===== src/rtl/alu_seq8.sv =====
// alu_seq8: sequential 8-bit ALU controller with register file.
// Optional zero flag: define ALU_SEQ8_ZERO_FLAG_EN.
//
// Ports:
//   clk, rst            clock, synchronous active-high reset
//   instr_*             instruction offer (valid/ready handshake)
//   alu_a/b/sel/c_in    registered operands to the external ALU
//   alu_y, alu_c        combinational result/carry from the ALU
//   res_valid/data/rd   one-cycle writeback strobe and payload
//   carry_flag          carry status
//   zero_flag           zero status (constant 0 unless macro)
//   illegal_op          one-cycle pulse on an unknown opcode
//   dbg_addr, dbg_data  combinational register-file read
module alu_seq8 #(
  parameter int RA_W = 2
) (
  input  logic            clk,
  input  logic            rst,
  input  logic            instr_valid,
  output logic            instr_ready,
  input  logic [3:0]      instr_op,
  input  logic [RA_W-1:0] instr_rd,
  input  logic [RA_W-1:0] instr_rs1,
  input  logic [RA_W-1:0] instr_rs2,
  input  logic            instr_imm_en,
  input  logic [7:0]      instr_imm,
  input  logic            instr_use_c,
  output logic [7:0]      alu_a,
  output logic [7:0]      alu_b,
  output logic [3:0]      alu_sel,
  output logic            alu_c_in,
  input  logic [7:0]      alu_y,
  input  logic            alu_c,
  output logic            res_valid,
  output logic [7:0]      res_data,
  output logic [RA_W-1:0] res_rd,
  output logic            carry_flag,
  output logic            zero_flag,
  output logic            illegal_op,
  input  logic [RA_W-1:0] dbg_addr,
  output logic [7:0]      dbg_data
);

  localparam int NREG = 1 << RA_W;

  localparam logic [3:0] OP_ADD = 4'b0000;
  localparam logic [3:0] OP_SUB = 4'b0001;
  localparam logic [3:0] OP_MAX = 4'b1000;

  typedef enum logic [1:0] {
    IDLE,
    EXEC,
    WB
  } state_t;

  state_t state;

  logic [7:0]      regs [NREG];
  logic [RA_W-1:0] rd_q;
  logic            res_c;
  logic            legal;
  logic            arith;

  // alu_sel is held from acceptance through WB, so it
  // classifies the instruction in flight.
  assign legal = alu_sel <= OP_MAX;
  assign arith = (alu_sel == OP_ADD) || (alu_sel == OP_SUB);

  assign instr_ready = state == IDLE;
  assign dbg_data    = regs[dbg_addr];

  always_ff @(posedge clk) begin
    if (rst) begin
      state      <= IDLE;
      for (int i = 0; i < NREG; i++) regs[i] <= '0;
      alu_a      <= '0;
      alu_b      <= '0;
      alu_sel    <= '0;
      alu_c_in   <= 1'b0;
      rd_q       <= '0;
      res_c      <= 1'b0;
      res_valid  <= 1'b0;
      res_data   <= '0;
      res_rd     <= '0;
      carry_flag <= 1'b0;
      illegal_op <= 1'b0;
    end else begin
      res_valid  <= 1'b0;
      illegal_op <= 1'b0;
      unique case (state)
        IDLE: begin
          if (instr_valid) begin
            alu_a   <= regs[instr_rs1];
            alu_b   <= instr_imm_en ? instr_imm
                                    : regs[instr_rs2];
            alu_sel <= instr_op;
            // SUB is a + ~b + 1 inside the ALU
            alu_c_in <= (instr_op == OP_ADD) ?
                        (instr_use_c & carry_flag) :
                        (instr_op == OP_SUB);
            rd_q  <= instr_rd;
            state <= EXEC;
          end
        end
        EXEC: begin
          res_data   <= alu_y;
          res_c      <= alu_c;
          res_rd     <= rd_q;
          res_valid  <= legal;
          illegal_op <= ~legal;
          state      <= WB;
        end
        WB: begin
          if (legal) begin
            regs[res_rd] <= res_data;
            if (arith) carry_flag <= res_c;
          end
          state <= IDLE;
        end
        default: state <= IDLE;
      endcase
    end
  end

`ifdef ALU_SEQ8_ZERO_FLAG_EN
  always_ff @(posedge clk) begin
    if (rst) begin
      zero_flag <= 1'b0;
    end else if (state == WB && legal) begin
      zero_flag <= res_data == 8'h00;
    end
  end
`else
  assign zero_flag = 1'b0;
`endif

endmodule


===== config.mk =====
export PLATFORM = sky130hd
export DESIGN_NAME = alu_seq8
export DESIGN_NICKNAME = d
export VERILOG_FILES = /design/src/rtl/alu_seq8.sv
export SDC_FILE = /design/constraint.sdc
export NUM_CORES = 1
export LEC_CHECK = 0
export BUFFER_PORTS_ARGS = -buffer_cell sky130_fd_sc_hd__buf_2
export CAP_MARGIN = 30
export CORE_MARGIN = 1
export CORE_UTILIZATION = 40
export DETAILED_ROUTE_END_ITERATION = 10
export HOLD_SLACK_MARGIN = 0.08
export PLACE_DENSITY = 0.67
export SLEW_MARGIN = 10
export SYNTH_ARGS = -nofsm -noshare
export SYNTH_HDL_FRONTEND = slang
export SYNTH_SLANG_ARGS = --single-unit

===== constraint.sdc =====
create_clock -name clk -period 5 [get_ports clk]
set_input_delay 0.5 -clock clk [delete_from_list [all_inputs] [get_ports clk]]
set_output_delay 0.5 -clock clk [all_outputs]
set_load 0.005 [all_outputs]

# After elaboration in Yosys (flattened, before gate mapping)
# Memory sizes are Yosys's and may differ from the RTL's. A register that Yosys moved wholly into a read port is not among the register bits.
# Index checks and enable logic that the tools add are counted.
# Widths: inputs -> output; s select.
# totals
reg_bits	31
ram_bits	32
output_inout_bits	44
n_memories	1
wordCells	42
# mem_list
memory	depth	word_bits	rd	rd_clocked_by_memory_dff	wr	line	source
regs	4	8	3	1	4	58	logic [7:0] regs [NREG];
# op_classes
eq_ne	5
reduce_logical	8
magnitude_cmp	1
mux	13
bitwise_logic	3
# ops
operator	n
$mux 8	2
$eq 4x1->1 const B	2
$logic_not 4->1	2
$mux 1	8
$reduce_or 8->1	1
$le 4x4->1 const B	1
$mux 2	2
$pmux 2 s2	1
$reduce_and 3->1	1
$eq 2x1->1 const B	1
$eq 2x2->1 const B	1
$logic_not 2->1	1
$ne 2x2->1 const B	1
$not 1->1	2
$reduce_and 2->1	1
$reduce_or 2->1	1
$and 1x1->1	1
$logic_or 1x1->1	1

# Depth between registers and ports, before layout
# Gate-level depths: netlist of run 1.
# depth
ltp_word	7
mapped_depth	5
mapped_depth_nobuf	3

# Worst setup path before layout of run 1
# No wires, ideal clock.
# synth_path
kind	register -> register
startpoint	reg alu_sel[0]
endpoint	mem regs[0][0], enable pin
path_slack_ns	3.090
setup_time_ns	0.387
path_stages_with_launch	4
arrival_time_ns	1.524
path_cell_list	dfxtp_1 -> o31ai_2 -> nand2_1 -> o31ai_1
# synth_lines
item	line	source
start: declaration	30	output logic [3:0] alu_sel,
start signal: assignment	96	alu_sel <= instr_op;
end: declaration	58	

==> flow_metrics.py, run 1 <==
metrics = {
    "routing": {
        "drtPass1Iterations": 4,
        "drtIter0Drc": 123,
        "wl_um": 7683,
        "wl_per_cell_um": 16.21,
        "via_per_inst": 5.319,
        "wl_met1_um": 3630,
        "route.met2.wl_um": 3425,
        "drcViolationCount": 0,
        "vias": 2521,
        "drtAntennaViolNets": 0,
        "top_layer_used": "met4",
        "met3_length_um": 487,
    },
    "global_route": {
        "antenna_found_initial": 0,
        "grt_pass1_vias": 2312,
        "track_usage_pct": 18.01,
        "grt_max_degree": 35,
        "grt-ovfl-total": 0,
        "grt_pass1_wl_um": 11840,
    },
    "yosys": {
        "synth_top_area_share_pct": 28.71,
        "syn-num-nets": 333,
        "yosys.area.top_type": "edfxtp_1",
        "seq_area_frac_synth_pct": 52.04,
        "synth_area_um2": 3347,
        "syn_area_per_cell_um2": 11.19,
        "synth_async_sr_flop_share_pct": 0,
        "synth-seq-cells": 71,
        "yosys-top-cells-area": "edfxtp_1, dfxtp_1, mux4_2, nand2_1, a21oi_1",
        "synthMostInstantiatedCell": "nand2_1",
        "synth_edf_count": 32,
        "ys_types": 37,
        "synth_common_cells": "nand2_1, dfxtp_1, a21oi_1",
        "syn_inst": 299,
        "yosysWarnings": 0,
        "ys.flop_type": "dfxtp_1",
    },
    "power": {
        "switching_share_pct": 24.58,
        "p_int_w": 0.0009536,
        "cellPowerDensity_nw_per_um2": 319.4,
        "comb_power_share_pct": 11.1,
        "power_frac_seq_pct": 51.9,
        "p_switching_w": 0.0003108,
        "p_leak_nw": 1.633,
        "clkPwrFrac_pct": 37.0,
        "ir_drop_mv": 0.1966,
    },
    "sta": {
        "setup_tns_ps": 0,
        "worst_pin_slew_ps": 726.3,
        "fin_crit_ps": 2122,
        "hold_viol_final": 0,
        "relSlewSlack_pct": 51.48,
        "clock_skew_ps": 9.911,
        "fmax_mhz": 471.2,
        "setup_viol": 0,
        "fin_crit_sh_pct": 42.44,
        "rsz0062_at_grt": "false",
        "slew_viol_final": 0,
    },
    "cts": {
        "cts.path.max_buffers": 2,
        "path_clk_slew_ps": 80,
        "cts-root-buf": "clkbuf_8",
        "ctsResizeCount": 0,
        "cts.sinks": 71,
        "clk_latency_ps": 340,
        "ctsHoldBuffers": 0,
        "cts_setup_buffers": 0,
        "cts_inserted_buffers": 9,
        "cts_tree": "yes",
        "cts_max_level": 3,
    },
    "worst_setup_path": {
        "cp.depth": 4,
        "end_kind": "register",
        "cp_top_family": "simple AND/OR/NAND/NOR gates",
        "worst_ep_arrival_time_ps": 2160,
        "slowest_stage": "o21ai_0",
        "path_cells": "nor2b_1, nand2_1, o21ai_0, clkbuf_2",
        "startpoint_type": "register",
        "path_class": "register to register",
        "worstSetupEndpoint": "regs[1][6]$_SDFFCE_PN0P_",
        "worstReg2RegEnd": "regs[1][6]$_SDFFCE_PN0P_",
        "r2r_start": "state[1]$_SDFFE_PP0P_",
        "crit_buf_inv": 1,
        "rrSetupSlack_ps": 2880,
        "worstPathRequired_ps": 5040,
        "startpoint": "state[1]$_SDFFE_PP0P_",
        "rr_worst_depth": 4,
        "cp_max_fo": 7,
        "critical-path-max-stage-delay_ps": 520,
    },
    "final_layout": {
        "area_growth_pct": 18.28,
        "antenna_cells": 0,
        "final_nets": 401,
        "fin_cells": 474,
        "nFillCells": 729,
        "layout-drive-gt1-share_pct": 35.75,
    },
    "die": {
        "fp.coreArea_um2": 7928,
        "num_io_pins": 78,
        "row_count": 32,
        "die_h_um": 93.48,
        "die_w_um": 93.48,
        "die-area_um2": 8738,
        "start_util_pct": 42.22,
    },
    "run_status": {
        "status": "completed",
    },
    "placed_design": {
        "dp.cells": 455,
        "numPortBuffers": 76,
        "gp_congestion": 0.7857,
        "dp_hpwl_um": 5514,
    },
    "min_path": {
        "hp-class": "input port to register",
        "hp-start": "alu_y[1]",
    },
    "flow_run": {
        "maxCapViolCount": 0,
    },
}
-- layout by cell type (no fill, tap or decap), types with 2 or more instances in the layout --
| cell type | count |
|---|---|
| nor3_1 | 5 |
| mux4_2 | 16 |
| nand4_1 | 2 |
| dfxtp_1 | 39 |
| a21oi_1 | 35 |
| mux2_2 | 14 |
| clkbuf_8 | 10 |
| mux2_4 | 2 |
| edfxtp_1 | 32 |
| clkinv_2 | 3 |
| nor2_1 | 10 |
| nand2_1 | 53 |
| a222oi_1 | 8 |
| o21ai_0 | 11 |
| clkbuf_16 | 2 |
| and2_1 | 18 |
| buf_2 | 78 |
| inv_1 | 3 |
| clkbuf_2 | 2 |
| nor2b_1 | 4 |
| and3_1 | 6 |
| nand2b_1 | 4 |
-- power groups by stage --
stage	combinational, W	clock [W]	sequential [W]
floorplan	0.0000935	0	0.000663
global placement	0.000137	0	0.000668
detailed placement	0.000139	0	0.000669
CTS	0.000140	0.000477	0.000656
global route	0.000154	0.000501	0.000659
finish	0.000141	0.000468	0.000656
-- sequential cells by signal (all words and copies together) (netlist names) --
name	count
res_valid	1
carry_flag	1
illegal_op	1
state	2
res_c	1
res_rd	2
alu_b	8
regs	32
alu_c_in	1
alu_a	8
alu_sel	4
res_data	8
rd_q	2
-- kinds of logic after synthesis --
family	after synthesis	share of synthesized area (%)
DFF	71	52.04
buffers and inverters	27	4.374
muxes	32	16.37
and+or+nand+nor	109	16.49
AOI/OAI and AO/OA	59	10.62
other	1	0.1120
-- through the flow --
| stage | setup slack (ps) | cell area (µm²) | hold slack [ps] | util [%] | total power [W] |
|---|---|---|---|---|---|
| 4_1_cts | 2737 | 3944 | 377.6 | 49.75 | 0.001273 |
| 3_5_place_dp | 2675 | 3732 | 449.2 | 47.08 | 0.0008081 |
| 3_3_place_gp | 2744 | 3727 | 442.3 | 47.02 | 0.0008053 |
| 2_1_floorplan | 3090 | 3347 | 432.1 | - | 0.0007564 |
| 5_1_grt | 2791 | 3959 | 363.1 | 49.94 | 0.001315 |
| 6_report | 2878 | 3959 | 392.9 | 49.94 | 0.001264 |
-- cell type report --
| type | count | area, µm² | area share, % |
|---|---|---|---|
| clock buffers | 12 | 187.7 | 4.741 |
| clock inverters | 4 | 23.77 | 0.6005 |
| inverters | 3 | 11.26 | 0.2844 |
| multi-input cells | 201 | 1459 | 36.85 |
| flip-flops and latches | 71 | 1742 | 43.99 |
| well taps | 102 | 127.6 | 3.224 |
| repair buffers | 81 | 407.9 | 10.30 |
-- layer usage --
layer | vias to the layer above | track usage, %
li1 | 1228 | -
met4 | 0 | 7.179
met1 | 1192 | 24.52
met3 | 8 | 4.797
met2 | 93 | 27.21
met5 | - | 0
-- worst min-delay path, stage by stage --
cell and delay [ps]:
buf_2 100, nand2_1 40, a21oi_1 50
-- worst min-delay path by stage --
stage	slack, ps	depth (start not counted)	to
CTS	380	3	res_data[0]$_SDFFE_PP0N_
global route	360	3	rd_q[0]$_SDFFE_PP0P_
global placement	440	2	res_rd[1]$_SDFFE_PP0N_
finish	390	3	res_data[1]$_SDFFE_PP0N_
floorplan	430	2	res_rd[0]$_SDFFE_PP0N_
detailed placement	450	2	alu_a[2]$_SDFFE_PP0P_
No activity file was read; power rests on OpenSTA's default activity.
==> run 2: changes to the inputs <==
Settings changed: PLACE_DENSITY 0.67 to 0.7.
Clock period 5 ns to 1.86 ns, I/O delays scaled along.
==> flow_metrics.py, run 2 (synthesis results as in run 1) <==
metrics = {
    "global_route": {
        "grt_max_degree": 31,
        "antenna_found_initial": 0,
        "grt_pass1_vias": 2473,
        "track_usage_pct": 18.97,
        "grt_pass1_wl_um": 12390,
        "grt-ovfl-total": 0,
    },
    "power": {
        "power.total_w": 0.003442,
        "p_leak_nw": 1.709,
        "cellPowerDensity_nw_per_um2": 833.1,
        "ir_drop_mv": 0.3524,
    },
    "worst_setup_path": {
        "cp_max_fo": 12,
        "rr_worst_depth": 3,
        "end_kind": "register",
        "worst_ep_arrival_time_ps": 1800,
        "worstPathRequired_ps": 2060,
        "critical-path-max-stage-delay_ps": 490,
        "path_cells": "o31a_1, nor3_2, and3_1",
        "worstReg2RegEnd": "regs[1][6]$_SDFFCE_PN0P_",
        "startpoint_type": "register",
        "crit_buf_inv": 0,
        "slowest_stage": "nor3_2",
        "path_class": "register to register",
        "cp_top_family": "simple AND/OR/NAND/NOR gates",
        "rrSetupSlack_ps": 270,
        "r2r_start": "alu_sel[1]$_SDFFE_PP0P_",
    },
    "sta": {
        "worst_pin_slew_ps": 556.1,
        "rsz0062_at_grt": "false",
        "fin_crit_ps": 1595,
        "relSlewSlack_pct": 62.93,
        "whs_ps": 96.75,
        "fin_crit_sh_pct": 85.73,
        "hold_viol_final": 0,
        "clock_skew_ps": 7.411,
        "fmax_mhz": 627.1,
        "setup_viol": 0,
        "slew_viol_final": 0,
    },
    "cts": {
        "cts.path.max_buffers": 2,
        "cts-root-buf": "clkbuf_8",
        "cts_tree": "yes",
        "path_clk_slew_ps": 70,
        "cts.sinks": 71,
        "clk_latency_ps": 340,
        "cts_max_level": 3,
        "ctsResizeCount": 0,
        "cts_inserted_buffers": 9,
    },
    "min_path": {
        "min_to": "res_c$_SDFFE_PP0N_",
        "hp-start": "alu_c",
        "hp-class": "input port to register",
        "worstHoldPathCells": 3,
    },
    "die": {
        "die_h_um": 93.48,
        "die-area_um2": 8738,
        "die_w_um": 93.48,
        "num_io_pins": 78,
        "row_count": 32,
        "fp.coreArea_um2": 7928,
        "start_util_pct": 42.22,
    },
    "final_layout": {
        "area_growth_pct": 23.44,
        "final_nets": 418,
        "largest_register_ffs": 32,
        "antenna_cells": 0,
        "largest_register": "regs",
        "final_cell_mix": "buf_2, nand2_1, dfxtp_1, a21oi_1, edfxtp_1",
        "fin_cells": 491,
        "nFillCells": 723,
        "final_common_cell": "buf_2",
        "layout-drive-gt1-share_pct": 35.22,
    },
    "flow_run": {
        "maxCapViolCount": 0,
    },
    "routing": {
        "drtIter0Drc": 186,
        "wl_um": 7502,
        "drtAntennaViolNets": 0,
        "via_per_inst": 5.157,
        "drcViolationCount": 0,
        "vias": 2532,
        "wl_per_cell_um": 15.28,
        "drtPass1Iterations": 5,
    },
    "run_status": {
        "status": "completed",
    },
    "placed_design": {
        "gp_congestion": 0.8171,
        "numPortBuffers": 76,
        "dp.cells": 462,
        "dp_hpwl_um": 5509,
    },
}
[run 2: cell types whose count changed in the layout (fill, tap and decap cells not counted), sizes merged]
cell         change
buf              +6
bufinv           +1
clkinv           -2
dlygate4sd3     +13
clkbuf           -1
[run 2: routing by layer]
| layer | GRT usage [%] | vias up | routed length [µm] |
|---|---|---|---|
| li1 | - | 1259 | - |
| met1 | 26.07 | 1169 | 3551 |
| met2 | 28.86 | 94 | 3412 |
| met3 | 3.089 | 10 | 394 |
| met4 | 9.744 | 0 | 144 |
| met5 | 0 | - | 0 |
[run 2: final cells by class]
cell class                 count  area (µm²)  share of cell area (%)
sequential                    71        1742                   42.16
multi-input combinational    201        1464                   35.43
timing repair buffer          98       578.1                   13.99
clock buffer                  13       168.9                   4.088
tap                          102       127.6                   3.089
clock inverter                 3       40.04                  0.9691
inverter                       3       11.26                  0.2726
[run 2: per-stage QoR]
stage	area (µm²)	worst slack (ps)	setup TNS (ps)	utilization [%]
after global placement	3792	367.8	0	47.84
after CTS	4131	248.9	0	52.11
after global routing	4131	174.6	0	52.11
final	4131	265.5	0	52.11
after floorplan	3352	-13.19	-316.5	-
after detailed placement	3792	279.3	0	47.84
[run 2: worst max-delay path by stage]
stage                                           to  cells after the start               startpoint  slack, ps
after global routing      regs[1][6]$_SDFFCE_PN0P_                      3  alu_sel[1]$_SDFFE_PP0P_        170
after detailed placement  regs[1][6]$_SDFFCE_PN0P_                      3  alu_sel[1]$_SDFFE_PP0P_        280
after global placement    regs[1][5]$_SDFFCE_PN0P_                      3  alu_sel[1]$_SDFFE_PP0P_        370
after CTS                 regs[1][6]$_SDFFCE_PN0P_                      3  alu_sel[1]$_SDFFE_PP0P_        250
after floorplan           regs[1][0]$_SDFFCE_PN0P_                      3  alu_sel[0]$_SDFFE_PP0P_        -10
final                     regs[1][6]$_SDFFCE_PN0P_                      3  alu_sel[1]$_SDFFE_PP0P_        270
[run 2: power breakdown]
part / internal, W / switching [W] / leakage (nW) / total, W
Combinational: 0.000209 / 0.000198 / 0.949 / 0.000407
Clock: 0.000726 / 0.000548 / 0.109 / 0.00127
Sequential: 0.00170 / 0.0000599 / 0.650 / 0.00176
Total: 0.00264 / 0.000805 / 1.71 / 0.00344
[run 2: worst register-to-register path, cell delays in order, from the launching register on]
cell     delay, ps
dfxtp_1        360
o31a_1         360
nor3_2         490
and3_1         250
[run 2: repair_timing]
item / 4_1_cts / 5_1_grt
buffers inserted: 0 / 0
endpoints found under the hold margin: 13 / 0
hold buffers: 13 / 0
